==> src/rtl/fifo_access_scheduler_pkg.sv <==
// Shared types and helpers for the FIFO access scheduler.
// Provides the op encoding and a width helper that never returns zero.
package fifo_sched_pkg;

    typedef enum logic {
        OP_READ  = 1'b0,
        OP_WRITE = 1'b1
    } op_t;

    localparam int DEFAULT_DW    = 8;
    localparam int DEFAULT_DEPTH = 16;

    // $clog2 clamped to at least 1 so single-bit indices stay legal vectors
    function automatic int clog2_min1(input int v);
        return (v <= 2) ? 1 : $clog2(v);
    endfunction

endpackage

==> src/rtl/fifo_access_scheduler_rr_arbiter.sv <==
// Round-robin arbiter: picks the first asserted request at or after rr_ptr,
// and moves the pointer past the winner when the grant is actually used.
module rr_arbiter
    import fifo_sched_pkg::*;
#(
    parameter int NUM_REQ = 4
)(
    input  logic                           clk,
    input  logic                           rst,
    input  logic [NUM_REQ-1:0]             req,
    input  logic                           advance,
    output logic [NUM_REQ-1:0]             grant,
    output logic [clog2_min1(NUM_REQ)-1:0] grant_idx
);

    localparam int IW = clog2_min1(NUM_REQ);

    logic [IW-1:0] rr_ptr;
    logic          any;

    // Scan from the far end back toward rr_ptr so the nearest hit wins.
    always_comb begin
        grant_idx = '0;
        any       = 1'b0;
        for (int k = NUM_REQ - 1; k >= 0; k--) begin
            if (req[(int'(rr_ptr) + k) % NUM_REQ]) begin
                grant_idx = IW'((int'(rr_ptr) + k) % NUM_REQ);
                any       = 1'b1;
            end
        end
    end

    assign grant = any ? (NUM_REQ'(1) << grant_idx) : '0;

    always_ff @(posedge clk or negedge rst) begin
        if (!rst) begin
            rr_ptr <= '0;
        end else if (advance) begin
            rr_ptr <= (grant_idx == IW'(NUM_REQ - 1)) ? '0 : grant_idx + IW'(1);
        end
    end

endmodule

==> src/rtl/fifo_access_scheduler.sv <==
// Front-end for a single-op-per-cycle FIFO: round-robin producers, one reader,
// write/read alternation under contention. Optional macro FIFO_SCHED_WATERMARK_EN.
module fifo_access_scheduler
    import fifo_sched_pkg::*;
#(
    parameter int NUM_REQ   = 4,
    parameter int DW        = DEFAULT_DW,
    parameter int DEPTH     = DEFAULT_DEPTH
`ifdef FIFO_SCHED_WATERMARK_EN
    ,
    parameter int AF_THRESH = 12
`endif
)(
    input  logic                               clk,
    input  logic                               rst,
    input  logic [NUM_REQ-1:0]                 req_valid,
    input  logic [NUM_REQ*DW-1:0]              req_data,
    output logic [NUM_REQ-1:0]                 req_ready,
    input  logic                               rd_req,
    output logic                               rd_valid,
    output logic [DW-1:0]                      rd_data,
    output logic                               fifo_wr,
    output logic                               fifo_rd,
    output logic [DW-1:0]                      fifo_din,
    input  logic [DW-1:0]                      fifo_dout,
    input  logic                               fifo_empty,
    input  logic                               fifo_full,
    output logic [clog2_min1(NUM_REQ)-1:0]     grant_id,
    output logic [clog2_min1(DEPTH+1)-1:0]     occupancy
`ifdef FIFO_SCHED_WATERMARK_EN
    ,
    output logic                               almost_full
`endif
);

    localparam int IW = clog2_min1(NUM_REQ);
    localparam int OW = clog2_min1(DEPTH + 1);

    logic               wr_elig;
    logic               rd_elig;
    logic               prefer_rd;
    logic               do_wr;
    logic               do_rd;
    op_t                last_op;
    logic [NUM_REQ-1:0] arb_grant;
    logic [IW-1:0]      arb_idx;

    assign wr_elig = (|req_valid) && !fifo_full;
    assign rd_elig = rd_req && !fifo_empty;

`ifdef FIFO_SCHED_WATERMARK_EN
    assign almost_full = (occupancy >= OW'(AF_THRESH));
    // Near the top, drain first so producers do not stall on a full FIFO.
    assign prefer_rd   = almost_full || (last_op == OP_WRITE);
`else
    assign prefer_rd   = (last_op == OP_WRITE);
`endif

    // At most one op per cycle; nothing issues while reset is held.
    always_comb begin
        do_wr = 1'b0;
        do_rd = 1'b0;
        if (rst) begin
            if (wr_elig && rd_elig) begin
                do_rd = prefer_rd;
                do_wr = !prefer_rd;
            end else begin
                do_wr = wr_elig;
                do_rd = rd_elig;
            end
        end
    end

    rr_arbiter #(
        .NUM_REQ (NUM_REQ)
    ) u_arb (
        .clk       (clk),
        .rst       (rst),
        .req       (req_valid),
        .advance   (do_wr),
        .grant     (arb_grant),
        .grant_idx (arb_idx)
    );

    assign fifo_wr   = do_wr;
    assign fifo_rd   = do_rd;
    assign req_ready = do_wr ? arb_grant : '0;
    assign grant_id  = do_wr ? arb_idx : '0;
    assign fifo_din  = do_wr ? req_data[arb_idx*DW +: DW] : '0;
    assign rd_data   = fifo_dout;

    // Shadow count tracks the FIFO exactly since only eligible ops issue.
    always_ff @(posedge clk or negedge rst) begin
        if (!rst) begin
            last_op   <= OP_READ;
            occupancy <= '0;
            rd_valid  <= 1'b0;
        end else begin
            rd_valid <= do_rd;
            if (do_wr) begin
                last_op   <= OP_WRITE;
                occupancy <= occupancy + OW'(1);
            end else if (do_rd) begin
                last_op   <= OP_READ;
                occupancy <= occupancy - OW'(1);
            end
        end
    end

endmodule

==> config.mk <==
export PLATFORM = sky130hd
export DESIGN_NAME = fifo_access_scheduler
export DESIGN_NICKNAME = d
export VERILOG_FILES = /design/src/rtl/fifo_access_scheduler_pkg.sv /design/src/rtl/fifo_access_scheduler_rr_arbiter.sv /design/src/rtl/fifo_access_scheduler.sv
export SDC_FILE = /design/constraint.sdc
export NUM_CORES = 1
export LEC_CHECK = 0
export ABC_AREA = 1
export BUFFER_PORTS_ARGS = -buffer_cell sky130_fd_sc_hd__buf_2
export CAP_MARGIN = 0
export CORE_UTILIZATION = 30
export CTS_BUF_LIST = sky130_fd_sc_hd__clkbuf_4 sky130_fd_sc_hd__clkbuf_8
export DETAILED_ROUTE_END_ITERATION = 10
export SYNTH_ARGS = -nofsm -noshare
export SYNTH_HDL_FRONTEND = slang
export SYNTH_SLANG_ARGS = --single-unit
==> constraint.sdc <==
create_clock -name clk -period 2.1 [get_ports clk]
set_input_delay 0.525 -clock clk [delete_from_list [all_inputs] [get_ports clk]]
set_output_delay 0.525 -clock clk [all_outputs]
set_load 0.02 [all_outputs]
# Word level (Yosys, flattened, before mapping)
# Index checks and enable logic that the tools add are counted.
dict set report op_classes {
  n_lt_le_gt_ge 4
  bitwise 3
  n_eq_ne 1
  muxes 32
  reduce_logical 11
  shift 2
  addsub 6
}
# cell n
set ops {}
lappend ops {{indexed part select 32 x 6 -> 8 bit} 1}
lappend ops {{2-to-1 mux 1 bit} 17}
lappend ops {{less-than comparator 3 x 4 -> 1 bit, second input constant} 3}
lappend ops {{2-to-1 mux 2 bit} 6}
lappend ops {{2-to-1 mux 5 bit} 2}
lappend ops {{binary-select mux 1 bit (select 2 bit)} 4}
lappend ops {{2-to-1 mux 4 bit} 2}
lappend ops {{2-to-1 mux 8 bit} 1}
lappend ops {{OR reduction 2 bit} 3}
lappend ops {{adder 5 x 1 -> 5 bit, second input constant} 1}
lappend ops {{subtractor 5 x 1 -> 5 bit, second input constant} 1}
lappend ops {{adder 2 x 1 -> 2 bit, second input constant} 2}
lappend ops {{adder 2 bit, second input constant} 2}
lappend ops {{OR reduction 4 bit} 1}
lappend ops {{<< shifter 1 x 2 -> 4 bit, first input constant} 1}
lappend ops {{AND 1 bit, first input constant} 3}
lappend ops {{logical AND 1 bit} 3}
lappend ops {{zero test 1 bit} 3}
lappend ops {{less-than comparator 2 x 3 -> 1 bit, second input constant} 1}
lappend ops {{== test 2 bit, second input constant} 1}
lappend ops {{nonzero test 2 bit} 1}
dict set report totals {
  reg_bits 9
  out_inout_bits 30
}

# Depth between registers and ports, before layout
# Gate-level depths: netlist of run 1.
dict set report depth {
  word_depth 13
  mapped_depth 14
  depth_no_buf 13
}

# Cells and area by module
# A second synthesis of run 1 with hierarchy kept.
dict set report unflattened {
  hier_cells 205
  hier_area_um2 1218.7
}
# mod seq_area_each_um2 n_inst area_per_inst_um2 cells_each
set by_module_without_submodules {}
lappend by_module_without_submodules {fifo_access_scheduler 175.2 1 863.3 139}
lappend by_module_without_submodules {rr_arbiter 50.0 1 355.3 66}

# Worst setup path before layout of run 1
# No wires, ideal clock.
dict set report synth_path {
  path_kind {input -> register}
  startpoint {in req_valid[3]}
  endpoint {reg occupancy[4]}
  path_slack_ns -0.444
  t_required_ns 1.972
  stages 14
  setup_ns 0.128
  arrival_ns 2.416
  path_cell_list {inv_1 -> nand3_1 -> o21bai_1 -> nor2_2 -> inv_2 -> buf_1 -> ha_1 -> nand2_1 -> nand2_1 -> a31oi_1 -> nor2_1 -> nor2_1 -> nand2_1 -> xnor2_1}
}
dict set report synth_between {
  elab_chain_cells 6
}
# item line_no
set synth_lines {}
lappend synth_lines {{start: declaration} fifo_access_scheduler.sv:16} ;# input logic [NUM_REQ-1:0] req_valid,
lappend synth_lines {{OR reduction 4 bit (*)} fifo_access_scheduler.sv:48} ;# assign wr_elig = (|req_valid) && !fifo_full;
lappend synth_lines {{logical AND 1 bit (*)} fifo_access_scheduler.sv:48}
lappend synth_lines {{logical AND 1 bit} fifo_access_scheduler.sv:64} ;# if (wr_elig && rd_elig) begin
lappend synth_lines {{2-to-1 mux 1 bit (*)} fifo_access_scheduler.sv:64}
lappend synth_lines {{2-to-1 mux 1 bit (*)} fifo_access_scheduler.sv:63} ;# if (rst) begin
lappend synth_lines {{net fifo_wr} fifo_access_scheduler.sv:22} ;# output logic fifo_wr,
lappend synth_lines {{2-to-1 mux 5 bit / nonzero test 2 bit (equally long branches)} --}
lappend synth_lines {{end signal: assignment} fifo_access_scheduler.sv:102} ;# occupancy <= occupancy + OW'(1);
lappend synth_lines {{end signal: assignment} fifo_access_scheduler.sv:105} ;# occupancy <= occupancy - OW'(1);
lappend synth_lines {{end: declaration} fifo_access_scheduler.sv:29} ;# output logic [clog2_min1(DEPTH+1)-1:0] occupancy
# The timed path passes the listed nets; every way through them passes the cells marked *.
# A chain may end at the register's enable or synchronous reset.

# Worst setup path after layout of run 1
dict set report layout_path {
  startpoint {reg u_arb.rr_ptr[0]}
  endpoint {out fifo_din[0]}
}
dict set report layout_between {
  elab_chain_cells 10
}
# item line_no
set layout_lines {}
lappend layout_lines {{start: declaration} fifo_access_scheduler_rr_arbiter.sv:18} ;# logic [IW-1:0] rr_ptr;
lappend layout_lines {{start signal: assignment} fifo_access_scheduler_rr_arbiter.sv:39} ;# rr_ptr <= (grant_idx == IW'(NUM_REQ - 1)) ? '0 : grant_idx + IW'(1);
lappend layout_lines {{adder 2 bit} {fifo_access_scheduler_rr_arbiter.sv:26, fifo_access_scheduler_rr_arbiter.sv:27}}
lappend layout_lines {{binary-select mux 1 bit (select 2 bit)} fifo_access_scheduler_rr_arbiter.sv:26} ;# if (req[(int'(rr_ptr) + k) % NUM_REQ]) begin
lappend layout_lines {{2-to-1 mux 1 bit (implied by the code) (2 in series)} fifo_access_scheduler_rr_arbiter.sv:26}
lappend layout_lines {{2-to-1 mux 2 bit (3 in series)} fifo_access_scheduler_rr_arbiter.sv:26}
lappend layout_lines {{2-to-1 mux 2 bit (*)} fifo_access_scheduler_rr_arbiter.sv:26}
lappend layout_lines {{indexed part select 32 x 6 -> 8 bit (*)} fifo_access_scheduler.sv:89} ;# assign fifo_din = do_wr ? req_data[arb_idx*DW +: DW] : '0;
lappend layout_lines {{2-to-1 mux 8 bit (*)} fifo_access_scheduler.sv:89}
lappend layout_lines {{end: declaration} fifo_access_scheduler.sv:24} ;# output logic [DW-1:0] fifo_din,
# Every way passes the cells marked *; elsewhere a longest branch is shown, timed or not. The select of a mux whose other input is x is not followed.

==> impl_metrics.env, run 1 <==
export IMPL_status="finished, violations left"
export IMPL_violations="negative setup slack"
export IMPL_dr_pass1_iters=4
export IMPL_synth_top_family_by_area="simple AND/OR/NAND/NOR gates"
export IMPL_totalWireLength_um=3822
export IMPL_ys_warn_count=0
export IMPL_peakVddDrop_uv=672.0
export IMPL_post_dp_hpwl_um=2824
export IMPL_cts_max_path_buffers=2
export IMPL_synth_area_um2=1328
export IMPL_rsz0062_at_grt="yes"
export IMPL_fill_cells=384
export IMPL_required_ns=1.57
export IMPL_yosys_area_share_simple_pct=44.11
export IMPL_ys_ff_latch=9
export IMPL_p_leak_uw=0.001278
export IMPL_die_h_um=68.52
export IMPL_routed_via_density=4.594
export IMPL_vias=1594
export IMPL_clkSinkCount=9
export IMPL_place_inst=335
export IMPL_place_ws_ns=-0.3638
export IMPL_wl_per_cell_um=11.01
export IMPL_drv_cap=0
export IMPL_avgSynthCellArea_um2=6.476
export IMPL_yosys_top_cells_area="dfrtp_1, nand2_1, nand3_1"
export IMPL_fmax_mhz=389.6
export IMPL_die_w_um=68.52
export IMPL_ant_nets=0
export IMPL_drive_above_1_share_pct=57.91
export IMPL_ys_seq_area_share_pct=16.97
export IMPL_grt_pass1_wl_um=5747
export IMPL_path_class="reg2out"
export IMPL_path_clk_slew_ns=0.05
export IMPL_syn2layout_area_growth_pct=78.79
export IMPL_yosys_cell_types_count=28
export IMPL_place_gp_congestion=0.8517
export IMPL_finalWorstSetupSlack_ns=-0.4665
export IMPL_grt_start_max_net_pins=17
export IMPL_initial_core_util_pct=32.26
export IMPL_htree_levels=1
export IMPL_drt_iter0_markers=62
export IMPL_cts_tree="done"
export IMPL_postCtsHoldBufs=0
export IMPL_hold_viol_final=0
export IMPL_worstReg2RegStart="last_op"
export IMPL_cp_start_kind="flop"
export IMPL_placed_area_um2=1988
export IMPL_synth_compound_area_share_pct=8.577
export IMPL_place_port_buffers=62
export IMPL_period_minus_slack_ns=2.566
export IMPL_slew_violations=0
export IMPL_route_detailed_drc=0
export IMPL_cp_max_fo=8
export IMPL_final_cell_area_um2=2374
export IMPL_skew_ns=0.003415
export IMPL_rows=23
export IMPL_multiInputGateArea_um2=1085
export IMPL_setup_viol=14
export IMPL_worstPathArrival_ns=2.04
export IMPL_seq_area_um2=225.2
export IMPL_synthAdderAreaFrac_pct=8.106
export IMPL_synth_top_area_cell="dfrtp_1"
export IMPL_yosys_mux_area_fraction_pct=0
export IMPL_finalCritPeriodShare_pct=122.2
export IMPL_worstSetupEndpointType="output port"
export IMPL_clock_latency_ns=0.23
export IMPL_io_pins=79
export IMPL_reg2reg_to="occupancy[4]"
export IMPL_power_density_nw_per_um2=1543
export IMPL_nets=355
export IMPL_synth_xor_area_share_pct=2.639
export IMPL_yosysTopAreaCellShare_pct=16.97
export IMPL_grt_overflow=0
export IMPL_core_um2=4115
export IMPL_reg2reg_slack_ns=0.11
export IMPL_num_antenna_cells=0
export IMPL_grt_pass1_vias=1411
export IMPL_clockRootBuffer="clkbuf_8"
export IMPL_syn_nets=262
export IMPL_finalNonFillerCells=347
export IMPL_antenna_found_initial=0
export IMPL_numCtsBuffers=3
export IMPL_tns_ns=-5.421
export IMPL_tightestPinTransition_ns=0.2019
export IMPL_synthCells=205
export IMPL_grt_util_all_layers_pct=15.66
export IMPL_dieArea_um2=4695
export IMPL_min_path_type="in2async"
export IMPL_relSlewSlack_pct=86.54
export IMPL_worstRegToRegCells=11
==> what timing repair did <==
item | in CTS | in global routing
buffers inserted | 1 | 7
setup endpoints to repair | 15 | 17
pin swaps | 11 | 25
gates resized for setup | 31 | 46
==> worst max path at each step <==
stage | start | slack (ns) | end
2_1_floorplan | req_valid[1] | -0.08 | occupancy[4]
3_3_place_gp | req_valid[1] | -0.34 | fifo_din[4]
3_5_place_dp | req_valid[1] | -0.36 | fifo_din[4]
4_1_cts | u_arb.rr_ptr[0] | -0.47 | fifo_din[4]
5_1_grt | u_arb.rr_ptr[0] | -0.57 | fifo_din[0]
6_report | u_arb.rr_ptr[0] | -0.47 | fifo_din[0]
==> worst max-delay path: stages, from the launching register on <==
cell and delay [ns]:
dfrtp_1 0.39, buf_12 0.15, inv_12 0.08, nand2_4 0.05, nand2_4 0.08, nand2_2 0.05
nor2_2 0.11, o21ai_2 0.07, buf_4 0.13, a21boi_4 0.14, buf_6 0.16, nand3_2 0.07
a21oi_2 0.16, buf_4 0.16
==> sequential cells by signal (all words and copies together) (netlist names) <==
register and count:
rd_valid 1, u_arb.rr_ptr 2, last_op 1, occupancy 5
==> power breakdown <==
| group | leakage [uW] | total (uW) | internal [uW] | switching (uW) |
|---|---|---|---|---|
| Combinational | 0.00114 | 3110 | 1430 | 1690 |
| Clock | 0.0000262 | 215 | 145 | 69.6 |
| Sequential | 0.000108 | 334 | 245 | 89.1 |
| Total | 0.00128 | 3660 | 1820 | 1850 |
==> cell families after synthesis <==
family,Yosys count
AND/OR/NAND/NOR,111
buffers and inverters,54
AO/OA/AOI/OAI,19
flip-flops,9
adder cells (fa/ha/maj),8
XOR/XNOR,4
==> cell usage after synthesis, drive strengths merged <==
master	n
a21boi	1
a21o	1
a21oi	10
a31oi	1
buf	13
dfrtp	9
fa	1
ha	7
inv	41
nand2	57
nand3	35
nand3b	8
nor2	11
o21ai	4
o21bai	2
xnor2	2
xor2	2
==> final cells by class <==
cell class / instances / area share, %
Multi-Input combinational cell: 142 / 45.70
Timing Repair Buffer: 101 / 31.84
Sequential cell: 9 / 9.489
Inverter: 41 / 8.276
Tap cell: 50 / 2.636
Clock buffer: 4 / 2.056
==> routing by layer <==
metal | vias to the layer above | routed length [um] | global-route usage (%)
met2 | 59 | 1935 | 29.04
met3 | 6 | 191 | 1.809
met1 | 705 | 1667 | 18.77
met5 | - | 0 | 0
met4 | 0 | 27 | 4.167
li1 | 824 | - | -
==> cell usage in the layout (no fill, tap or decap) <==
| cell type | n |
|---|---|
| buf_6 | 12 |
| o21ai_2 | 1 |
| buf_2 | 45 |
| nor2_1 | 4 |
| o21bai_2 | 1 |
| clkinv_4 | 1 |
| nor2_4 | 3 |
| a31oi_4 | 1 |
| inv_1 | 30 |
| nand3b_1 | 8 |
| a21oi_2 | 9 |
| nand2_4 | 9 |
| o21bai_4 | 1 |
| nand2_2 | 10 |
| clkbuf_8 | 3 |
| clkbuf_4 | 1 |
| nand3_1 | 25 |
| xnor2_1 | 2 |
| a21oi_1 | 1 |
| ha_4 | 4 |
| inv_8 | 1 |
| a21boi_4 | 1 |
| inv_4 | 2 |
| fa_2 | 1 |
| buf_8 | 2 |
| inv_12 | 2 |
| inv_2 | 5 |
| nand2_8 | 1 |
| buf_12 | 4 |
| a21o_1 | 1 |
| o21ai_0 | 3 |
| nor2_2 | 4 |
| nand2_1 | 37 |
| xor2_1 | 2 |
| buf_4 | 38 |
| ha_1 | 3 |
| dfrtp_1 | 9 |
| nand3_4 | 3 |
| nand3_2 | 7 |
==> per-stage QoR <==
stage	hold WS [ns]	utilization, %	power [uW]
after floorplan	0.2294	-	2043
after global placement	0.4489	48.31	2893
after detailed placement	0.4570	48.31	2924
after CTS	0.2162	52.23	3373
after global routing	0.2227	57.68	3996
final	0.2140	57.68	3664
(Power assumes the default switching activity.)
==> run 2: changes to the inputs <==
CORE_ASPECT_RATIO = 1.2   (was not set)
CORE_UTILIZATION = 41   (was 30)
PLACE_DENSITY = 0.79   (was not set)
==> run 2 against run 1 <==
  * The flow still finishes with violations (negative setup slack)
  * Critical path depth fell by 2
  * Total power rose by 7.1%
  * Routed wire length up 5.8%
  * Sequential share of layout area up 0.12 points
  * Register-to-register slack better by 0.16 ns
  * Via count up 1.9%
  * Largest power group unchanged
  * Highest routed layer unchanged
==> impl_metrics.env, run 2 (synthesized netlist as in run 1, its figures left out) <==
export IMPL_grt_overflow=0
export IMPL_dieArea_um2=3471
export IMPL_slew_violations=0
export IMPL_nets=350
export IMPL_syn2layout_area_growth_pct=78.51
export IMPL_skew_ns=0.004441
export IMPL_top_regs="occupancy x5, u_arb.rr_ptr x2"
export IMPL_die_w_um=53.95
export IMPL_topRoutingLayerUsed="met4"
export IMPL_finalWorstSetupSlack_ns=-0.5160
export IMPL_finalNonFillerCells=328
export IMPL_worstSetupEndpointType="output port"
export IMPL_mostFrequentLayoutCell="buf_2"
export IMPL_final_cell_mix="buf_2, nand2_1, inv_1"
export IMPL_cp_slowest_cell="dfrtp_2"
export IMPL_final_cell_area_um2=2370
export IMPL_drive_above_1_share_pct=58.56
export IMPL_cts_max_path_buffers=2
export IMPL_path_clk_slew_ns=0.06
export IMPL_antenna_found_initial=0
export IMPL_worst_path_buf_inv=4
export IMPL_cp_max_fo=12
export IMPL_fin_util_pct=76.87
export IMPL_wl_per_cell_um=12.33
export IMPL_min_path_type="in2async"
export IMPL_clkSinkCount=9
export IMPL_crit_family="buffers and inverters"
export IMPL_place_port_buffers=62
export IMPL_numCtsBuffers=3
export IMPL_required_ns=1.57
export IMPL_setup_viol=14
export IMPL_worstPathArrival_ns=2.09
export IMPL_worstRegToRegCells=11
export IMPL_grt_pass1_vias=1570
export IMPL_cp_start_kind="flop"
export IMPL_reg2reg_slack_ns=0.27
export IMPL_met1_length_um=1453
export IMPL_hold_viol_final=0
export IMPL_routed_via_density=4.954
export IMPL_largest_reg_flops=5
export IMPL_path_class="reg2out"
export IMPL_clock_latency_ns=0.27
export IMPL_place_inst=316
export IMPL_worstReg2RegStart="u_arb.rr_ptr[0]"
export IMPL_postCtsHoldBufs=0
export IMPL_met3WireLength_um=275
export IMPL_drt_iter0_markers=45
export IMPL_top_register="occupancy"
export IMPL_post_dp_hpwl_um=2623
export IMPL_met2_length_um=2254
export IMPL_whs_ns=0.1734
export IMPL_totalWireLength_um=4044
export IMPL_place_gp_congestion=0.8677
export IMPL_fmax_mhz=382.3
export IMPL_grt_pass1_wl_um=6285
export IMPL_relSlewSlack_pct=83.16
export IMPL_grt_start_max_net_pins=20
export IMPL_num_antenna_cells=0
export IMPL_core_um2=3083
export IMPL_cts_tree="done"
export IMPL_rows=22
export IMPL_vias=1625
export IMPL_violations="negative setup slack"
export IMPL_p_leak_uw=0.001280
export IMPL_die_h_um=64.34
export IMPL_io_pins=79
export IMPL_tns_ns=-6.263
export IMPL_peakVddDrop_uv=1123
export IMPL_period_minus_slack_ns=2.616
export IMPL_fill_cells=229
export IMPL_clockRootBuffer="clkbuf_4"
export IMPL_placed_area_um2=1933
export IMPL_dr_pass1_iters=4
export IMPL_path_cells="inv_8 -> nand2_4 -> nand3_4 -> nand2_1 -> inv_2 -> nand3_4 -> buf_6 -> nand3_1 -> nand3_2 -> a21oi_2 -> buf_6"
export IMPL_cpPeakStageDelay_ns=0.50
export IMPL_rsz0062_at_grt="yes"
export IMPL_route_detailed_drc=0
export IMPL_status="finished, violations left"
export IMPL_power_density_nw_per_um2=1656
export IMPL_ant_nets=0
export IMPL_finalCritPeriodShare_pct=124.6
export IMPL_reg2reg_to="u_arb.rr_ptr[1]"
export IMPL_htree_levels=1
export IMPL_grt_util_all_layers_pct=23.80
export IMPL_initial_core_util_pct=43.06
export IMPL_tightestPinTransition_ns=0.2526
export IMPL_drv_cap=0
-- run 2: changes by cell type in the layout (fill, tap and decap cells not counted), moves of 4 or more --
cell	delta
buf_4	-8
buf_2	+4
nand3_1	-4
nand3_4	+4
nand2_2	-4
nand2_4	+7
-- run 2: timing repair --
item / in CTS / in global routing
gates cloned: 1 / 2
buffers inserted: 1 / 4
gates resized for setup: 62 / 16
pin swaps: 19 / 8
endpoints found under the setup margin: 14 / 15
-- run 2: routing by layer --
| metal | global-route usage, % | up-vias |
|---|---|---|
| li1 | - | 810 |
| met5 | 0 | - |
| met3 | 5.476 | 8 |
| met4 | 6.908 | 0 |
| met2 | 43.83 | 73 |
| met1 | 25.43 | 734 |
-- run 2: through the flow --
stage	setup WS (ns)	total power, uW
finish	-0.5160	3924
global route	-0.6287	4254
CTS	-0.4544	3474
detailed placement	-0.4200	2734
global placement	-0.3708	2700
floorplan	-0.08158	2043
-- run 2: final cells by class --
cell class	instances	area, um^2	share of cell area, %
Sequential cell	9	227.7	9.609
Tap cell	36	45.04	1.901
Timing Repair Buffer	93	663.1	27.98
Multi-Input combinational cell	145	1207	50.95
Inverter	41	196.4	8.289
Clock buffer	4	30.03	1.267
-- run 2: worst reg2reg max path: stages (launching register included) --
cell and delay [ns]:
dfrtp_2 0.50, inv_8 0.14, nand2_4 0.08, nand3_4 0.08, nand2_1 0.08, inv_2 0.11
nand2_4 0.08, nand2_8 0.10, nand2_4 0.11, ha_1 0.29, nand2_1 0.07, o21ai_0 0.07
-- run 2: worst max path at each step --
stage	startpoint	end	slack [ns]	depth (start not counted)
2_1_floorplan	req_valid[1]	occupancy[4]	-0.08	12
3_3_place_gp	u_arb.rr_ptr[0]	req_ready[0]	-0.37	12
3_5_place_dp	req_valid[1]	req_ready[1]	-0.42	13
4_1_cts	u_arb.rr_ptr[0]	fifo_din[4]	-0.45	11
5_1_grt	u_arb.rr_ptr[0]	fifo_din[5]	-0.63	11
6_report	u_arb.rr_ptr[0]	fifo_din[4]	-0.52	11
-- run 2: power breakdown --
part	switching, uW	internal (uW)	leakage [uW]
registers	116	248	0.000106
logic	1940	1470	0.00116
clock network	64.6	86.4	0.0000184
